File: config.mk
export PLATFORM = sky130hd
export DESIGN_NAME = gshare_bht
export DESIGN_NICKNAME = d
export VERILOG_FILES = /design/src/rtl/gshare_bht.sv
export SDC_FILE = /design/constraint.sdc
export NUM_CORES = 2
export LEC_CHECK = 0
export CAP_MARGIN = 30
export CORE_ASPECT_RATIO = 0.6
export CORE_MARGIN = 2
export CORE_UTILIZATION = 57
export CTS_CLUSTER_SIZE = 8
export DETAILED_ROUTE_END_ITERATION = 12
export PLACE_DENSITY_LB_ADDON = 0.08
export SYNTH_ARGS = -nofsm -noshare
export SYNTH_HDL_FRONTEND = slang
export SYNTH_SLANG_ARGS = --single-unit
File: constraint.sdc
create_clock -name clk_i -period 218.5 [get_ports clk_i]
set_input_delay 65.55 -clock clk_i [delete_from_list [all_inputs] [get_ports clk_i]]
set_output_delay 65.55 -clock clk_i [all_outputs]
set_load 0.05 [all_outputs]
File: src/rtl/gshare_bht.sv
// gshare_bht: gshare branch history table with per-slot saturating counters, a global history register and a sequential clear sweep.
// Ports: clk_i/rst_ni clock and async active-low reset; flush_bp_i restarts the clear sweep;
//   debug_mode_i blocks table writes; vpc_i fetch PC; spec_valid_i/spec_taken_i speculative GHR shift;
//   update_* resolved branch (pc, direction, GHR snapshot, mispredict restore);
//   pred_valid_o/pred_taken_o per-slot prediction; pred_ghr_o current GHR; ready_o table usable.
// Define BHT_GSHARE_EN to enable the GHR; without it the table is indexed by PC only (bimodal).
module gshare_bht #(
  parameter int unsigned VLEN            = 64,
  parameter int unsigned INSTR_PER_FETCH = 2,
  parameter int unsigned NR_ENTRIES      = 1024,
  parameter int unsigned CTR_BITS        = 2,
  parameter int unsigned GHR_BITS        = 8,
  parameter int unsigned OFFSET          = 1
) (
  input  logic                       clk_i,
  input  logic                       rst_ni,
  input  logic                       flush_bp_i,
  input  logic                       debug_mode_i,
  input  logic [VLEN-1:0]            vpc_i,
  input  logic                       spec_valid_i,
  input  logic                       spec_taken_i,
  input  logic                       update_valid_i,
  input  logic [VLEN-1:0]            update_pc_i,
  input  logic                       update_taken_i,
  input  logic [GHR_BITS-1:0]        update_ghr_i,
  input  logic                       update_mispredict_i,
  output logic [INSTR_PER_FETCH-1:0] pred_valid_o,
  output logic [INSTR_PER_FETCH-1:0] pred_taken_o,
  output logic [GHR_BITS-1:0]        pred_ghr_o,
  output logic                       ready_o
);
  localparam int unsigned NR_ROWS  = NR_ENTRIES / INSTR_PER_FETCH;
  localparam int unsigned ROW_BITS = $clog2(NR_ROWS);
  localparam int unsigned IPF_BITS = $clog2(INSTR_PER_FETCH);
  localparam int unsigned SLOT_W   = IPF_BITS > 0 ? IPF_BITS : 1;
  localparam int unsigned LO       = IPF_BITS + OFFSET;
  localparam logic [CTR_BITS-1:0] CTR_MAX  = '1;
  localparam logic [CTR_BITS-1:0] CTR_INIT = CTR_BITS'(1) << (CTR_BITS - 1);

  typedef enum logic {CLEAR, IDLE} state_e;

  state_e                state;
  logic [ROW_BITS-1:0]   ptr;
  logic [GHR_BITS-1:0]   ghr_q;
  logic [GHR_BITS-1:0]   wr_ghr;
  logic [ROW_BITS-1:0]   rd_row;
  logic [ROW_BITS-1:0]   wr_row;
  logic [SLOT_W-1:0]     wr_slot;
  logic [CTR_BITS-1:0]   ctr_cur;
  logic [CTR_BITS-1:0]   ctr_nxt;
  logic                  valid_q [NR_ROWS][INSTR_PER_FETCH];
  logic [CTR_BITS-1:0]   ctr_q   [NR_ROWS][INSTR_PER_FETCH];
  logic                  unused_pc;

`ifdef BHT_GSHARE_EN
  // A mispredict restore rebuilds history from the snapshot and wins over a same-cycle speculative shift.
  always_ff @(posedge clk_i or negedge rst_ni)
    if (!rst_ni) ghr_q <= '0;
    else if (update_mispredict_i && update_valid_i) ghr_q <= {update_ghr_i[GHR_BITS-2:0], update_taken_i};
    else if (spec_valid_i) ghr_q <= {ghr_q[GHR_BITS-2:0], spec_taken_i};
  assign wr_ghr = update_ghr_i;
`else
  logic unused_gshare;
  assign ghr_q         = '0;
  assign wr_ghr        = '0;
  assign unused_gshare = ^{spec_valid_i, spec_taken_i, update_ghr_i, update_mispredict_i};
`endif

  assign unused_pc  = ^{vpc_i, update_pc_i};
  assign rd_row     = vpc_i[ROW_BITS+LO-1:LO] ^ ROW_BITS'(ghr_q);
  assign wr_row     = update_pc_i[ROW_BITS+LO-1:LO] ^ ROW_BITS'(wr_ghr);
  assign ready_o    = state == IDLE;
  assign pred_ghr_o = ghr_q;

  generate
    if (INSTR_PER_FETCH == 1) begin : g_one
      assign wr_slot = '0;
    end else begin : g_multi
      assign wr_slot = update_pc_i[LO-1:OFFSET];
    end
  endgenerate

  assign ctr_cur = ctr_q[wr_row][wr_slot];
  assign ctr_nxt = update_taken_i ? (ctr_cur == CTR_MAX ? ctr_cur : ctr_cur + 1'b1)
                                  : (ctr_cur == '0 ? ctr_cur : ctr_cur - 1'b1);

  for (genvar g = 0; g < INSTR_PER_FETCH; g++) begin : g_pred
    assign pred_valid_o[g] = ready_o & valid_q[rd_row][g];
    assign pred_taken_o[g] = ready_o & ctr_q[rd_row][g][CTR_BITS-1];
  end

  always_ff @(posedge clk_i or negedge rst_ni)
    if (!rst_ni) begin
      state <= CLEAR;
      ptr   <= '0;
    end else if (flush_bp_i) begin
      state <= CLEAR;
      ptr   <= '0;
    end else if (state == CLEAR) begin
      ptr   <= ptr == ROW_BITS'(NR_ROWS - 1) ? '0 : ptr + 1'b1;
      state <= ptr == ROW_BITS'(NR_ROWS - 1) ? IDLE : CLEAR;
    end

  // The array has no reset: the clear sweep initialises every row instead.
  always_ff @(posedge clk_i)
    if (state == CLEAR) begin
      for (int i = 0; i < INSTR_PER_FETCH; i++) begin
        valid_q[ptr][i] <= 1'b0;
        ctr_q[ptr][i]   <= CTR_INIT;
      end
    end else if (update_valid_i && !debug_mode_i) begin
      valid_q[wr_row][wr_slot] <= 1'b1;
      ctr_q[wr_row][wr_slot]   <= ctr_nxt;
    end
endmodule

## Word-level counts from Yosys, hierarchy flattened

Memories as Yosys holds them, arrays and structs flattened.
Index checks and enable logic that the tools add are counted.

- Register bits: 10
- Memories kept: 2
- Input port bits: 145
- Bits in writable memories: 3072

- Bitwise gates (word level): 5
- Eq/ne operators: 3
- Order comparisons: 2
- Reductions and logical operators: 6
- Muxes and demuxes: 27
- Add/sub/neg operators: 3

Memories:

| name | words | bits a word | read ports | clocked after memory_dff | wr ports | line | RTL |
|---|---|---|---|---|---|---|---|
| ctr_q | 512 | 4 | 2 | 0 | 1 | 52 | `logic [CTR_BITS-1:0] ctr_q [NR_ROWS][INSTR_PER_FETCH];` |
| valid_q | 512 | 2 | 1 | 0 | 1 | 51 | `logic valid_q [NR_ROWS][INSTR_PER_FETCH];` |

Operators by type and width:

| kind | count |
|---|---|
| $mux W9 | 5 |
| $mux W2 | 10 |
| $mux W4 | 3 |
| $add A9 B1 Y9 const B | 1 |
| $eq A9 B9 Y1 const B | 1 |
| $mux W1 | 7 |
| $and A1 B1 Y1 | 4 |
| $reduce_or A4 Y1 | 1 |
| $add A2 B1 Y2 const B | 1 |
| $demux W2 S1 | 1 |
| $eq A2 B2 Y1 const B | 1 |
| $ge A2 B2 Y1 const B | 1 |
| $logic_and A1 B1 Y1 | 2 |
| $logic_not A2 Y1 | 1 |
| $lt A2 B1 Y1 const B | 1 |
| $ne A2 B2 Y1 const B | 1 |
| $not A1 Y2 | 1 |
| $reduce_or A2 Y1 | 1 |
| $sub A2 B1 Y2 const B | 1 |
| $demux W1 S1 | 1 |
| $logic_not A1 Y1 | 1 |

## Longest topological paths before layout

- Depth in word-level cells: 8
- Mapped depth: 15
- Gate-level depth less buffers: 9

## Least setup slack after synthesis

Ideal clock, no wire load.

- Path type: input -> register
- Start: in update_valid_i
- End: mem ctr_q[0][1] (netlist name) (data pin)
- Library setup time: 4.235 ns
- Data arrival time: 200.683 ns
- Data required time: 214.265 ns
- Stages on the path: 6
- Path slack: 13.583 ns
- Path through: nor2b_1 > nand2_1 > inv_1 > clkbuf_1 > clkbuf_1 > o21ai_1

- Cells in the longest elaborated chain, start to end: 6

Ends and longest elaborated chain:

| item | line | RTL |
|---|---|---|
| start, declared | 22 | `input logic update_valid_i,` |
| $logic_and A1 B1 Y1 | 111 | `end else if (update_valid_i && !debug_mode_i) begin` |
| $mux W1 | 111 |  |
| $mux W1 | 106 | `if (state == CLEAR) begin` |
| $mux W4 (not written as such) | 113 | `ctr_q[wr_row][wr_slot] <= ctr_nxt;` |
| $reduce_or A4 Y1 (no source line) | n/a |  |
| $mux W4 (no source line) | n/a |  |
| end, declared | 52 |  |

Every way passes these cells.

## Worst setup path in the final report

- Start: in vpc_i[2]
- End: out pred_valid_o[1]

- Cells in the longest elaborated chain, start to end: 2

Ends and longest elaborated chain:

| item | line | RTL |
|---|---|---|
| start, declared | 19 | `input logic [VLEN-1:0] vpc_i,` |
| $mem_v2 Z512 W2 | n/a |  |
| $and A1 B1 Y1 | 88 | `assign pred_valid_o[g] = ready_o & valid_q[rd_row][g];` |
| end, declared | 27 | `output logic [INSTR_PER_FETCH-1:0] pred_valid_o,` |

Every way passes these cells.

==> out/qor.csv <==
metric,value,unit
Initial Util,57.3,%
CP Class,in -> out,
Leak,50.5,nW
MaxCap Viol Count,0,
# IOs,158,
Worst-Margin Slew,1.28,ns
final setup skew,0.0660,ns
ys async rst share,0.324,%
largest area contributor in the netlist,edfxtp_1,
WHS Endpoint,ptr[7]$_DFFE_PN0P_,
crit path from,vpc_i[2],
largest net degree at the start of global routing,241,
most frequent cells after synthesis,"edfxtp_1 (3072), mux4_2 (1137), nor2_1 (1084), clkbuf_1 (340), nand2_1 (182)",
routed vias/inst,7.29,
Hold Crit Class,reg -> reg,
worst r2r path cells,12,
Max Clk Rate,7.27,MHz
Layout Nets,7060,
Core ar.,229000,µm²
crit start category,input port,
fin crit share,62.9,%
gr usage total,34.3,%
initial antenna violation count,24,
clock buffer count from CTS,427,
Yosys warning count,0,
"CTS clk-pin slew, worst paths",0.06,ns
number of global-route vias before repair,70788,
port bufs,29,
hold_buf cts,0,
CP Max Fanout,45,
HP Start,ptr[7]$_DFFE_PN0P_,
part of the Yosys area used for sequential elements,70.6,%
hold slack,0.630,ns
share of the synthesized area in the top cell type,70.4,%
clock sink count,3082,
Die W,623,µm
Hold Fails Final Rpt,0,
dominant cells by area after synthesis,"edfxtp_1 (70%), mux4_2 (20%), nor2_1 (3.1%)",
PwrDens,8.78,nW/µm²
VDD IR max,0.00803,mV
# resized after CTS,0,
status,finished clean,
global-route wire length before repair,558000,µm
main flop type after synthesis,edfxtp_1,
Critical Path AT,71.96,ns
synthesized area,131000,µm²
reg-to-reg setup timing slack,211.97,ns
Die Y-Extent,375,µm
maximum clock path buffer count,4,
syn_area_per_cell,19.3,µm²
reg2reg start,ctr_q[127][3]$_DFFE_PP_,
1st-pass router iterations,7,
via count,72793,
Slew Limit Fails,0,
Unique masters post-synth,71,
RSZ-0062 raised after global routing,false,
CP required,152.95,ns
Tot Pwr,1.28,mW
number of remaining DRC errors,0,
area delta synth->final,11.6,%
post-CTS setup buffer count,0,
minimum clock period,137.51,ns
Slew HR,15.0,%
CTS tree,built,
setup_tns,0,ns
root buffer cell,clkbuf_16,
Worst Setup End Kind,output pin,
CTS HTree Levels,5,
FP Rows,136,
RD Place Congestion,0.889,
Clock Latency Late Sink,0.91,ns
WL per Instance,39.8,µm
GRT overflow,0,
number of synthesized flops with an enable pin,3072,
"count leader, synth",edfxtp_1,
WHS Path Cells,2,
reg2reg end,ctr_q[403][1]$_DFFE_PP_,
Post-DRT Antenna Nets,0,
Syn Inst Count,6777,
Final setup viols,0,
Yosys reg bits,3082,
die area,234000,µm²
Initial DRC Count,12253,
share of cells above drive strength 1,27.7,%
dpl hpwl,241000,µm
DRT Wirelength,398000,µm
flip-flops by register name, summed over array words and instances, names as in the netlist:
signal / count
ptr: 9
valid_q: 1024
ready_o: 1
ctr_q: 2048
worst max-delay path by stage:
stage                            end  slack [ns]  depth (start not counted)
2_1_floorplan  ctr_q[0][1]$_DFFE_PP_       13.58                          6
3_3_place_gp         pred_valid_o[1]       80.75                         10
3_5_place_dp         pred_valid_o[1]       80.75                         10
4_1_cts              pred_valid_o[1]       80.73                         10
5_1_grt              pred_valid_o[1]       80.65                         10
6_report             pred_valid_o[1]       80.99                         10
power by group:
part	switching (mW)	internal, mW
clock	0.234	0.345
combinational	0.0413	0.0214
sequential	0.000175	0.642
total	0.275	1.01
layout by cell type (no fill, tap or decap), drive strengths merged, types with 9 or more instances in the layout:
cell	n
a2111oi	9
a211oi	10
a21oi	75
a221oi	18
a22oi	55
a31oi	13
buf	233
clkbuf	453
clkdlybuf4s50	15
dfrtp	10
edfxtp	3072
inv	19
mux2	41
mux2i	158
mux4	1137
nand2	182
nand2b	10
nand3	33
nand4	12
nor2	1084
nor2b	21
nor3	30
o211ai	9
o21ai	27
o221ai	20
o22ai	61
per-layer routing:
layer / share of wire [%] / global-route usage [%]
met1: 39 / 52.4
met2: 41 / 45.7
met3: 16 / 13.7
met4: 3.3 / 9.85
met5: 0.097 / 0.838
worst max-delay path, cell delays in order:
cell	delay, ns
buf_8	0.39
buf_4	0.80
buf_4	0.78
buf_4	0.78
mux4_2	0.62
mux4_2	0.55
mux4_2	0.55
mux4_2	0.64
a22o_1	0.35
clkdlybuf4s50_1	0.72
layout make-up:
class                      instances  area, µm²
timing repair buffer             252       2520
sequential                      3082      92500
clock buffer                     449      10900
inverter                          12       60.1
fill                           15400      82600
clock inverter                    15        223
tap                             3036       3800
multi-input combinational       3138      36200
antenna                            8       20.0
cells by family (layout without fill, tap and decap cells):
group           after synthesis  in the layout  share of synthesized area (%)
flops                      3082           3082                           70.6
simple gates               1437           1437                           4.42
mux                        1336           1336                           21.1
buf+inv                     564            728                           1.95
compound gates              355            355                           1.88
fa+ha+maj                     2              2                         0.0191
other cells                   1             16                        0.00286
stage by stage:
stage               worst slack (ns)  utilization (%)  instance area, µm²  cells
floorplan                      13.58                -              131000   6784
global placement               80.75             58.7              134000   9483
detailed placement             80.75             58.9              135000   9505
CTS                            80.73             63.7              146000   9969
global route                   80.65             63.9              146000   9985
finish                         80.99             63.9              146000   9992
(Power assumes the default switching activity.)
